<file path="config.mk">
export PLATFORM = sky130hd
export DESIGN_NAME = wb_stage
export DESIGN_NICKNAME = d
export VERILOG_FILES = /design/src/rtl/wb_stage_pkg.sv /design/src/rtl/wb_stage_load_ext.sv /design/src/rtl/wb_stage.sv
export SDC_FILE = /design/constraint.sdc
export NUM_CORES = 1
export LEC_CHECK = 0
export CAP_MARGIN = 20
export CELL_PAD_IN_SITES_DETAIL_PLACEMENT = 1
export CELL_PAD_IN_SITES_GLOBAL_PLACEMENT = 1
export CORE_ASPECT_RATIO = 1.5
export CORE_MARGIN = 2
export CORE_UTILIZATION = 35
export CTS_CLUSTER_SIZE = 10
export DETAILED_ROUTE_END_ITERATION = 6
export PLACE_DENSITY = 0.92
export SETUP_SLACK_MARGIN = 0.05
export SYNTH_ARGS = -nofsm -noshare
export SYNTH_HDL_FRONTEND = slang
export SYNTH_HIERARCHICAL = 1
export SYNTH_SLANG_ARGS = --single-unit
export TNS_END_PERCENT = 50
</file>
<file path="constraint.sdc">
create_clock -name cpu_clk -period 4.1 [get_ports cpu_clk]
set_clock_uncertainty 0.15 [all_clocks]
set_input_delay 0.41 -clock cpu_clk [delete_from_list [all_inputs] [get_ports cpu_clk]]
set_output_delay 0.41 -clock cpu_clk [all_outputs]
set_load 0.01 [all_outputs]
</file>
<file path="src/rtl/wb_stage_pkg.sv">
// Shared write-back definitions: result-select codes, load funct3 codes
// and the offset-width helper used by the stage and its load extractor.
package wb_stage_pkg;

  // Source selection for the register-file write data.
  typedef enum logic [1:0] {
    WB_ALU = 2'd0,
    WB_RAM = 2'd1,
    WB_PC4 = 2'd2,
    WB_EXT = 2'd3
  } wb_sel_e;

  // Load funct3 encodings; LD and LWU exist only on a 64-bit datapath.
  typedef enum logic [2:0] {
    LB  = 3'b000,
    LH  = 3'b001,
    LW  = 3'b010,
    LD  = 3'b011,
    LBU = 3'b100,
    LHU = 3'b101,
    LWU = 3'b110
  } ld_op_e;

  // Number of byte-offset address bits within one datapath word.
  function automatic int off_w(input int xlen);
    return $clog2(xlen / 8);
  endfunction

endpackage

</file>
<file path="src/rtl/wb_stage_load_ext.sv">
// Load data extraction: aligns the addressed field of the memory read word
// to bit 0, sign/zero-extends it, and flags misaligned accesses.
module load_ext
  import wb_stage_pkg::*;
#(
  parameter int XLEN = 32
) (
  input  logic [off_w(XLEN)-1:0] addr_lo,
  input  logic [XLEN-1:0]        rdo,
  input  logic [2:0]             ld_op,
  output logic [XLEN-1:0]        data,
  output logic                   misaligned
);

  localparam int OFF_W = off_w(XLEN);

  logic [XLEN-1:0] shifted;

  assign shifted = rdo >> {addr_lo, 3'b000};

  // Extend the aligned field by load type; unknown types read as zero, aligned.
  always_comb begin
    // NOTE: every output gets a default first so no path leaves it unassigned (no latch).
    data       = '0;
    misaligned = 1'b0;
    case (ld_op)
      LB:  data = XLEN'($signed(shifted[7:0]));
      LBU: data = XLEN'(shifted[7:0]);
      LH: begin
        data       = XLEN'($signed(shifted[15:0]));
        misaligned = addr_lo[0];
      end
      LHU: begin
        data       = XLEN'(shifted[15:0]);
        misaligned = addr_lo[0];
      end
      LW: begin
        data       = XLEN'($signed(shifted[31:0]));
        misaligned = (addr_lo[1:0] != 2'b00);
      end
      LWU: begin
        if (XLEN == 64) begin
          data       = XLEN'(shifted[31:0]);
          misaligned = (addr_lo[1:0] != 2'b00);
        end
      end
      LD: begin
        if (XLEN == 64) begin
          data       = shifted;
          misaligned = (addr_lo != OFF_W'(0));
        end
      end
      default: ;
    endcase
  end

endmodule

</file>
<file path="src/rtl/wb_stage.sv">
// Write-back pipeline stage: one-cycle WB register with stall/flush, result
// selection, register-file write port, EX forwarding and retire counter.
// XLEN must be 32 or 64.
module wb_stage
  import wb_stage_pkg::*;
#(
  parameter int XLEN  = 32,
  parameter int RA_W  = 5,
  parameter int CNT_W = 64
) (
  input  logic             cpu_clk,
  input  logic             cpu_rst,
  input  logic             in_valid,
  input  logic             stall,
  input  logic             flush,
  output logic             in_ready,
  input  logic             in_rf_we,
  input  logic [RA_W-1:0]  in_rd,
  input  logic [1:0]       in_rf_wsel,
  input  logic [2:0]       in_ld_op,
  input  logic [XLEN-1:0]  in_pc4,
  input  logic [XLEN-1:0]  in_alu_c,
  input  logic [XLEN-1:0]  in_dram_rdo,
  input  logic [XLEN-1:0]  in_imm_ext,
  output logic             rf_we,
  output logic [RA_W-1:0]  rf_waddr,
  output logic [XLEN-1:0]  rf_wdata,
  output logic             fwd_valid,
  output logic [RA_W-1:0]  fwd_rd,
  output logic [XLEN-1:0]  fwd_data,
  output logic             misalign,
  output logic [CNT_W-1:0] instret
);

  localparam int OFF_W = off_w(XLEN);

  logic             valid_q, rf_we_q;
  logic [RA_W-1:0]  rd_q;
  logic [1:0]       rf_wsel_q;
  logic [2:0]       ld_op_q;
  logic [XLEN-1:0]  pc4_q, alu_c_q, dram_rdo_q, imm_ext_q;
  logic [CNT_W-1:0] instret_q, instret_d;

  logic [XLEN-1:0]  ld_data;
  logic             ld_misaligned;
  logic             misaligned_load;
  logic             retire;

  // WB register: reset clears all, flush kills valid, stall holds, else capture.
  always_ff @(posedge cpu_clk) begin
    // NOTE: sequential state uses non-blocking assignments so all registers update together.
    if (cpu_rst) begin
      valid_q    <= 1'b0;
      rf_we_q    <= 1'b0;
      rd_q       <= '0;
      rf_wsel_q  <= '0;
      ld_op_q    <= '0;
      pc4_q      <= '0;
      alu_c_q    <= '0;
      dram_rdo_q <= '0;
      imm_ext_q  <= '0;
      instret_q  <= '0;
    end else begin
      instret_q <= instret_d;
      if (flush) begin
        valid_q <= 1'b0;
      end else if (!stall) begin
        valid_q    <= in_valid;
        rf_we_q    <= in_rf_we;
        rd_q       <= in_rd;
        rf_wsel_q  <= in_rf_wsel;
        ld_op_q    <= in_ld_op;
        pc4_q      <= in_pc4;
        alu_c_q    <= in_alu_c;
        dram_rdo_q <= in_dram_rdo;
        imm_ext_q  <= in_imm_ext;
      end
    end
  end

  load_ext #(.XLEN(XLEN)) u_load_ext (
    .addr_lo    (alu_c_q[OFF_W-1:0]),
    .rdo        (dram_rdo_q),
    .ld_op      (ld_op_q),
    .data       (ld_data),
    .misaligned (ld_misaligned)
  );

  // Misalignment only matters when the result actually comes from memory.
  assign misaligned_load = (rf_wsel_q == WB_RAM) && ld_misaligned;
  assign retire          = valid_q && !stall;

  // Result select; an unknown select code produces zero.
  always_comb begin
    rf_wdata = '0;
    case (rf_wsel_q)
      WB_ALU:  rf_wdata = alu_c_q;
      WB_RAM:  rf_wdata = ld_data;
      WB_PC4:  rf_wdata = pc4_q;
      WB_EXT:  rf_wdata = imm_ext_q;
      default: rf_wdata = '0;
    endcase
  end

  // Count each aligned retire; a misaligned load leaves the counter alone.
  always_comb begin
    instret_d = instret_q;
    if (retire && !misaligned_load) instret_d = instret_q + CNT_W'(1);
  end

  // Forwarding ignores stall; the actual write waits for the stall to lift.
  assign fwd_valid = !cpu_rst && valid_q && rf_we_q && (rd_q != '0) && !misaligned_load;
  assign rf_we     = fwd_valid && !stall;
  assign misalign  = !cpu_rst && retire && misaligned_load;
  assign in_ready  = !stall;
  assign rf_waddr  = rd_q;
  assign fwd_rd    = rd_q;
  assign fwd_data  = rf_wdata;
  assign instret   = instret_q;

endmodule

</file>
Word level (Yosys, flattened, before mapping)
Cells that the tools add are included.
{"block": "totals", "elab_cells": 44, "ff_bits": 204, "output_inout_bits": 142, "in_bits": 144}
{"block": "classes", "shift": 1, "reduce_logical": 20, "addsub": 1, "muxes": 3, "n_eq_ne": 7, "bitwise_logic": 2}
{"cell": "case mux 32 bit (5 select lines)", "n": 1}
{"cell": "case mux 32 bit (4 select lines)", "n": 1}
{"cell": "adder 64 x 1 -> 64 bit, second input constant", "n": 1}
{"cell": ">> shifter 32 x 5 -> 32 bit", "n": 1}
{"cell": "logical AND 1 bit", "n": 10}
{"cell": "equality test 3 bit, second input constant", "n": 2}
{"cell": "nonzero test 5 bit", "n": 1}
{"cell": "equality test 2 bit, second input constant", "n": 2}
{"cell": "OR reduction 2 bit", "n": 2}
{"cell": "equality test 3 x 1 -> 1 bit, second input constant", "n": 1}
{"cell": "equality test 3 x 2 -> 1 bit, second input constant", "n": 1}
{"cell": "logical NOT 1 bit", "n": 3}
{"cell": "logical NOT 3 bit", "n": 1}
{"cell": "equality test 2 x 1 -> 1 bit, second input constant", "n": 1}
{"cell": "logical NOT 2 bit", "n": 1}
{"cell": "inverter 1 bit", "n": 2}
{"cell": "case mux 1 bit (2 select lines)", "n": 1}
{"cell": "AND reduction 2 bit", "n": 1}
{"cell": "nonzero test 2 bit", "n": 1}

Depth between registers and ports, before layout
Gate-level depths: netlist of run 1.
{"block": "logic_depth", "word_depth": 7, "ltp_mapped": 13}

Cells and area by module
Netlist of run 1, hierarchy kept.
{"module": "wb_stage", "seq_area_each_um2": 4083.9, "cells_each": 1067, "area_per_inst_um2": 8902.3, "n_inst": 1}
{"module": "load_ext", "seq_area_each_um2": 0.0, "cells_each": 124, "area_per_inst_um2": 813.3, "n_inst": 1}

Least setup slack after synthesis of run 1
Ideal clock, no wire load.
{"block": "synth_timing", "path_kind": "register -> register", "from": "register ld_op_q[0]", "to": "register instret_q[40] (netlist: instret[40])", "path_buffers": 3, "setup_ps": 123, "path_stages_with_launch": 13, "synth_period_minus_slack_ps": 3257, "t_required_ps": 3827, "arrival_time_ps": 2984, "slack_ps": 843, "path_cell_list": "dfxtp_1 > nor2_1 > and2_1 > clkbuf_1 > o21ai_0 > nand2_1 > and3b_1 > buf_6 > or4_4 > buf_6 > or4_4 > nor3_2 > mux2_1"}
{"block": "synth_via", "elab_chain_len": 6, "elab_cells_between_ends": 8}
{"item": "start, declared", "line_no": "wb_stage.sv:40", "rtl": "logic [2:0] ld_op_q;"}
{"item": "start signal, assigned", "line_no": "wb_stage.sv:72", "rtl": "ld_op_q <= in_ld_op;"}
{"item": "equality test 3 x 1 -> 1 bit / equality test 3 bit (equally long branches)", "line_no": "wb_stage_load_ext.sv:26", "rtl": "case (ld_op)"}
{"item": "OR reduction 2 bit (no line)"}
{"item": "case mux 1 bit (2 select lines) (*)", "line_no": "wb_stage_load_ext.sv:26"}
{"item": "named net ld_misaligned", "line_no": "wb_stage.sv:45", "rtl": "logic ld_misaligned;"}
{"item": "logical AND 1 bit (*)", "line_no": "wb_stage.sv:90", "rtl": "assign misaligned_load = (rf_wsel_q == WB_RAM) && ld_misaligned;"}
{"item": "logical NOT 1 bit (*)", "line_no": "wb_stage.sv:108", "rtl": "if (retire && !misaligned_load) instret_d = instret_q + CNT_W'(1);"}
{"item": "logical AND 1 bit (*)", "line_no": "wb_stage.sv:108"}
{"item": "end signal, assigned", "line_no": "wb_stage.sv:64", "rtl": "instret_q <= instret_d;"}
{"item": "end, declared", "line_no": "wb_stage.sv:42", "rtl": "logic [CNT_W-1:0] instret_q, instret_d;"}
Mark *: on every way through the listed nets, which the timed path passes. The rest lies on a longest branch.
A chain may end at the register's enable or synchronous reset.

Final worst setup path of run 1
{"block": "layout_timing", "from": "register alu_c_q[0]", "to": "output port rf_wdata[23]"}
{"block": "layout_via", "elab_chain_len": 3}
{"item": "start, declared", "line_no": "wb_stage.sv:41", "rtl": "logic [XLEN-1:0] pc4_q, alu_c_q, dram_rdo_q, imm_ext_q;"}
{"item": "start signal, assigned", "line_no": "wb_stage.sv:74", "rtl": "alu_c_q <= in_alu_c;"}
{"item": ">> shifter 32 x 5 -> 32 bit", "line_no": "wb_stage_load_ext.sv:19", "rtl": "assign shifted = rdo >> {addr_lo, 3'b000};"}
{"item": "case mux 32 bit (5 select lines)", "line_no": "wb_stage_load_ext.sv:26"}
{"item": "named net ld_data[23]", "line_no": "wb_stage.sv:44", "rtl": "logic [XLEN-1:0] ld_data;"}
{"item": "case mux 32 bit (4 select lines)", "line_no": "wb_stage.sv:96", "rtl": "case (rf_wsel_q)"}
{"item": "end, declared", "line_no": "wb_stage.sv:27", "rtl": "output logic [XLEN-1:0] rf_wdata,"}
The timed path passes the listed nets, and every way through them passes these cells.

==> run summary, run 1 <==
The flow ran to the end, but the final reports show violations. The checks that failed: DRC. Required arrival time at the worst endpoint: 3.54 ns. STA classifies the critical path startpoint as a register. The run gives 0 as the number of max-cap violations.

At the pin with the least slew margin, the transition time is 0.916 ns. After global routing the overflow that remains totals 0. Headroom to the max-slew limit came out at 38.8%. Per report_power, the combinational group accounts for 12.8% of the total. For this run, design rule violations remaining after detail routing come to 40.

The die covers 0.0291 mm². Critical path arrival: 3.41 ns. The total net switching power was 1130 µW; the residual antenna-violating net count after detailed routing was 0. Sequential cells burn 46.1% of the power. Number of antenna violations at the first check in global routing: 15.

The logs give 0.0125 mm² for the post-detailed-placement cell area and 1191 for the gate count of the mapped netlist. Of all nets on the critical path, the largest fanout is 16. The power density over cell area came out at 345 mW/mm².

For the total wire length after detailed routing, the log shows 35100 µm. The die is 208 µm tall. TritonCTS built the clock tree. The clock passes through at most 3 buffers. Fill cells in the final layout number 3176.

Entering global routing, the biggest net connects 90 pins. The tools report the count of final hold-check violations as 0. The number of warnings issued by yosys is 6. The tools report the kind of end point of the critical path as a primary output. Counting distinct cell types in the post-synthesis netlist gives 51. For the total negative setup slack, the log shows 0 ns. The count of final max-slew check failures was 0. Critical path class: register to primary output.

The first global-routing pass estimated 54500 µm of wire. Ranked by total cell area, the synthesized netlist is headed by dfxtp_1 42%, nand2_1 13%, a21oi_1 8.9%, mux4_2 7.2%, buf_4 3.0%. The routability-driven placement congestion ratio is 0.876. In this run, the number of DRC markers left after iteration 0 of detailed routing was 545. In this run switching power makes up 24.8% of total power. Global routing used 23.4% of the available tracks across all layers.

In the final design database the tool counted 1544 nets. The average detailed-routed wire length per instance came out at 20.0 µm. Relative contribution of the clock network to total power: 41.1%. Per-cell via count in the routed design: 5.38.

The most used flip-flop cell after synthesis is dfxtp_1. After floorplanning, the core was sized to cover 0.0273 mm². The finished cells cover 0.0132 mm². The maximum vdd ir drop was 0.261 mV; the post-route non-filler standard cell count was 1753.

The quantity of hold-fixing buffers added after cts is 0, and the number of levels in the clock H-tree is 1. The run gives 0 as the number of failing setup endpoints in the final timing report. The tree built by TritonCTS fans out to 204 sinks. After legalization and detailed placement, the total HPWL measured 25800 µm. The number of port buffers works out to 285.

The run gives 0.135 ns as the worst-case setup margin in the final layout. The tools report the via count as 9433. The leakage component of the power was 0.00440 µW; the initial core utilization was 35.6%. Sequential cells were found to cover 42.0% of the synthesized design area. The share of layout cells above drive strength 1 was 7.71%; the number of buffers added for setup after CTS was 0.

Counting I/O delays and the setup requirement, the final critical path takes 3.97 ns. The net count of the mapped netlist was 1336; the clock-pin transition on the worst setup and hold timing paths was 0.06 ns. 286 I/O pins were placed.

The most frequent cell after synthesis is nand2_1. The tightest min-delay check is of the primary input to register type. The area share of the leading cell type in the synthesized netlist was 42.0%. The synthesized area per cell was 8.16 µm²; the final period utilization was 96.7%. The fraction of synthesis flops using an asynchronous set or reset pin is 0%, and the pre-CTS setup slack is 0.690 ns.

In this run, CTS created clock tree buffers numbering 24. Post-synthesis cell type with the largest combined area: dfxtp_1. The tools report the final worst hold slack as 0.159 ns. By count the netlist is led by 332 x nand2_1, 204 x dfxtp_1, 172 x a21oi_1, 62 x clkbuf_1, 46 x nor2_1. The die extent in x works out to 140 µm.

Setup repair after global routing could not meet its margin everywhere. The root cell of the clock tree was clkbuf_16. Counting flops with a built-in enable in the synthesized netlist gives 0. The first TritonRoute pass finished after 7 iterations.

The layout overhead on the synthesized area was 35.8%. The post-synth design cell area was 0.00972 mm². The run gives 9970 as the number of global-route vias before repair. In this run, post-CTS repair resized a total of 0 instances. For the worst-skew pair, the clock arrives at the later sink with an insertion delay of 0.52 ns. The internal power of the cells totals 3420 µW. The number of placed cells counting well taps came out at 1715. For this run, the top clock speed supported by timing is 0.252 GHz.

Synthesis inferred 204 register bits. The tools report the number of cell rows as 74.
-- sequential cells by signal, summed over array words and instances, names as in the netlist --
register    count
rf_wsel_q       2
rf_we_q         1
fwd_rd          5
dram_rdo_q     32
alu_c_q        32
ld_op_q         3
valid_q         1
instret        64
pc4_q          32
imm_ext_q      32
-- stage by stage --
step | util, % | power [µW]
global placement | 45.9 | 2700
floorplan | - | 2420
CTS | 48.2 | 4590
finish | 48.3 | 4550
detailed placement | 45.9 | 2720
global route | 48.3 | 4720
-- metal layers --
layer,up-vias,share of wire (%),global-route usage [%]
met3,92,6.6,5.89
li1,4470,-,-
met1,4572,37,24.7
met2,289,51,42.9
met4,10,5.0,11.6
met5,-,0.20,0
-- cells in the final DEF, fill, tap and decap left out, types with 12 or more instances in the layout --
| cell type | netlist | routed |
|---|---|---|
| a211oi_1 | 14 | 14 |
| a21oi_1 | 172 | 172 |
| buf_4 | 39 | 19 |
| clkbuf_16 | 0 | 25 |
| clkdlybuf4s50_1 | 0 | 284 |
| dfxtp_1 | 204 | 202 |
| inv_1 | 15 | 15 |
| mux2i_1 | 20 | 20 |
| mux4_2 | 31 | 31 |
| nand2_1 | 332 | 332 |
| nand3_1 | 16 | 16 |
| nand4_1 | 20 | 20 |
| nor2_1 | 46 | 45 |
| nor2b_1 | 15 | 15 |
| nor4_1 | 12 | 12 |
| o21ai_0 | 35 | 35 |
| or3_1 | 22 | 22 |
| xnor2_1 | 20 | 20 |
-- kinds of logic (layout without fill, tap and decap cells) --
logic type	count (synthesis)	count (layout)	synth area share (%)
muxes	58	58	10.2
and+or+nand+nor	518	518	24.1
other	0	11	0
DFF	204	204	42.0
AOI/OAI and AO/OA	245	245	13.8
adders and majority gates	1	1	0.129
xor gates and xnor gates	27	27	2.43
buffers and inverters	138	347	7.24
-- worst paths after layout --
check	cells past startpoint	end	slack, ns	from
hold / removal	2	instret[34]$_SDFFE_PP0P_	0.16	cpu_rst
setup reg to reg	9	instret[40]$_SDFFE_PP0P_	0.65	ld_op_q[0]$_SDFFE_PP0P_
setup / recovery	6	rf_wdata[23]	0.13	alu_c_q[0]$_SDFFE_PP0P_
hold reg to reg	2	imm_ext_q[12]$_SDFFE_PP0P_	0.30	imm_ext_q[12]$_SDFFE_PP0P_
-- power groups by stage --
stage / Clock [µW] / Combinational (µW) / Sequential (µW)
after floorplan: 0 / 300 / 2120
after global routing: 1990 / 626 / 2100
after global placement: 0 / 564 / 2130
after detailed placement: 0 / 579 / 2140
after CTS: 1920 / 583 / 2090
final: 1870 / 583 / 2090
-- layout make-up --
class                   count  area [µm²]  area share (%)
inverters                  15        56.3           0.427
repair buffers            305        3020            22.9
clock buffers              25         626            4.74
well taps                 342         428            3.24
clock inverters             2        10.0          0.0759
flip-flops and latches    204        4090            31.0
diodes                     11        27.5           0.209
multi-input cells         849        4940            37.5
-- critical path, stage by stage (launching register included) --
cell and delay (ns):
dfxtp_1 0.51, mux2i_1 0.47, nand3b_1 0.19, o211ai_2 0.33
o21ai_0 0.30, mux4_2 0.56, clkdlybuf4s50_1 0.51
(Power assumes the default switching activity.)
==> inputs of run 2 (changes only) <==
- CAP_MARGIN: 20 -> 25
- CORE_ASPECT_RATIO: 1.5 -> 0.9
==> run 2 against run 1 <==
The run now ends clean. Largest power group unchanged. Utilization increased by 0.36 points. Flip-flop and latch count unchanged. First-iteration DRC count increased by 7.5%. Wire length decreased by 0.87%. Total power increased by 0.56%. Clock-buffer cell count increased by 5. Largest cell class unchanged. Critical endpoint is now rf_wdata[17].
==> run summary, run 2 (synthesis gave the netlist of run 1 again) <==
The critical path class is register to primary output (unchanged). The run gives 0.873 (was 0.876) as the routability-driven placement congestion ratio. The tools report the startpoint type of the worst setup path as a register (unchanged).

The run gives 5 (was 7) as the iteration count of the initial detailed-routing pass. The logs give 35.8% (was 35.6%) for the initial core utilization and 3 (unchanged) for the maximum buffer depth of the clock tree. The die height is 162 µm (was 208 µm), and the average detailed-routed wire length per instance is 19.8 µm (was 20.0 µm). The cell type group with the largest total delay on the critical path is compound AO/OA/AOI/OAI gates (was multiplexers). For the wire length of the first global-routing pass, the log shows 54300 µm (was 54500 µm). The tools report the worst-case headroom to the max-slew limit as 37.7% (was 38.8%).

The total negative setup slack was 0 ns (unchanged). Area enclosed by the die boundary: 0.0291 mm² (about the same). The run gives 9417 (was 9433) as the via count. The delay contributed by the slowest stage of the critical path was 0.87 ns (was 0.56 ns); the total wire length after detailed routing was 34800 µm (was 35100 µm). For the number of global-route vias before repair, the log shows 9806 (was 9970).

For the required arrival time at the worst endpoint, the log shows 3.54 ns (about the same). Root cell of the clock tree: clkbuf_16 (unchanged). The clock latency reported for the late side of the worst-skew pair is 0.51 ns (was 0.52 ns), and the number of cell rows is 57 (was 74). The per-cell via count in the routed design is 5.35 (was 5.38), and the worst-case setup margin in the final layout is 0.236 ns (was 0.135 ns).

The run finished with clean final reports. The tools report the critical path arrival as 3.30 ns (was 3.41 ns). The share of layout cells above drive strength 1 is 7.30% (was 7.71%). The pre-CTS setup slack was 0.651 ns (was 0.690 ns); the maximum operating frequency was 0.259 GHz (was 0.252 GHz).

The maximum number of pins on one net before global-route repair is 110 (was 90). The number of levels in the clock H-tree was 1 (unchanged); the maximum vdd ir drop was 0.252 mV (was 0.261 mV). Worst hold path class: primary input to register (unchanged). Sum of buffers and inverters on the critical path: 1 (unchanged). Final period utilization: 94.2% (was 96.7%).

The most common cell after layout, fill and taps aside is nand2_1 (unchanged). The run gives 0.00439 µW (was 0.00440 µW) as the leakage component of the power. The logs give 24 (unchanged) for the number of clock buffers inserted by TritonCTS and 0 (unchanged) for the number of gates resized after cts. The quantity of hold-fixing buffers added after cts came out at 0 (unchanged).

The transition at the pin with the smallest max-transition slack came out at 0.925 ns (was 0.916 ns). The number of buffers added for setup after CTS was 0 (unchanged); the number of antenna violations at the first check in global routing was 10 (was 15). TritonCTS built the clock tree. The run gives 25000 µm (was 25800 µm) as the final HPWL from detailed placement. The global-route congestion overflow total came out at 0 (unchanged).

For the count of final max-slew check failures, the log shows 0 (unchanged). Critical Path, Cell by Cell: a311oi_2 > o211ai_4 > o21ai_0 > mux4_2 > clkdlybuf4s50_1 (was mux2i_1 > nand3b_1 > o211ai_2 > o21ai_0 > mux4_2 > clkdlybuf4s50_1). The tools report the overall fraction of global-route tracks in use as 23.1% (was 23.4%). The tools report the kind of end point of the critical path as a primary output (unchanged). Most used cells in the layout excluding fill and tap cells: 332 x nand2_1, 284 x clkdlybuf4s50_1, 202 x dfxtp_1 (unchanged). The highest net fanout along the worst path works out to 24 (was 16). The layout overhead on the synthesized area was 36.1% (was 35.8%). The tools report the number of failing setup endpoints in the final timing report as 0 (unchanged). The tools report the residual antenna-violating net count after detailed routing as 0 (unchanged).

The number of port buffers works out to 285 (unchanged). Setup repair after global routing left no endpoint under its margin. The number of max-cap violations was 0 (unchanged); the remaining routing DRC violations was 0 (was 40). The run gives 586 (was 545) as the initial DRC count. The cell at the slowest stage of the critical path is dfxtp_1 (was mux4_2).

The number of nets at the end of the flow came out at 1539 (was 1544). The clock-pin transition on the worst setup and hold timing paths is 0.06 ns (about the same), and the clock period minus final worst setup slack is 3.86 ns (was 3.97 ns). Power density over cell area: 346 mW/mm² (was 345 mW/mm²). For the area of the core region, the log shows 0.0272 mm² (was 0.0273 mm²). The count of final hold-check violations is 0 (unchanged), and the flip-flop count of the largest register, all copies and words added is 64 (unchanged). Clock sink count: 204 (unchanged). The die extent in x is 180 µm (was 140 µm). For the total I/O pin count, the log shows 286 (unchanged).
run 2: changes by cell type in the layout (fill, tap and decap cells not counted), sizes merged:
cell    previous run  this run
buf               21        16
clkbuf            25        30
clkinv             2         0
diode             11         8
run 2: layout make-up:
| type | count | area, µm² |
|---|---|---|
| Tap cell | 354 | 443 |
| Multi-Input combinational cell | 849 | 4950 |
| Inverter | 15 | 56.3 |
| Antenna cell | 8 | 20.0 |
| Timing Repair Buffer | 300 | 3010 |
| Sequential cell | 204 | 4090 |
| Fill cell | 3172 | 13900 |
| Clock buffer | 30 | 654 |
run 2: where the power goes:
group | switching [µW] | internal [µW] | leakage (µW)
Combinational | 274 | 306 | 0.00241
Clock | 796 | 1100 | 0.000320
Sequential | 52.0 | 2050 | 0.00166
Total | 1120 | 3450 | 0.00439
run 2: final timing paths:
check	from	end	slack [ns]	depth (start not counted)
max	alu_c_q[1]$_SDFFE_PP0P_	rf_wdata[17]	0.24	5
min	cpu_rst	instret[19]$_SDFFE_PP0P_	0.26	2
min reg2reg	pc4_q[10]$_SDFFE_PP0P_	pc4_q[10]$_SDFFE_PP0P_	0.31	2
max reg2reg	ld_op_q[0]$_SDFFE_PP0P_	instret[40]$_SDFFE_PP0P_	0.62	9
run 2: routing by layer:
| layer | up-vias | global-route usage, % | wire length (µm) |
|---|---|---|---|
| met4 | 4 | 8.09 | 1160 |
| met1 | 4589 | 28.6 | 14800 |
| met5 | - | 0 | 25 |
| met3 | 74 | 5.54 | 2180 |
| li1 | 4462 | - | - |
| met2 | 288 | 39.3 | 16700 |
run 2: through the flow:
step	instances	total power [µW]	utilization (%)	instance area (µm²)	hold slack, ns
6_report	1760	4570	48.7	13200	0.264
3_5_place_dp	1721	2710	46.0	12500	0.294
4_1_cts	1751	4610	48.4	13200	0.276
2_1_floorplan	1191	2420	-	9720	0.282
3_3_place_gp	1721	2700	46.0	12500	0.289
5_1_grt	1756	4740	48.6	13200	0.302
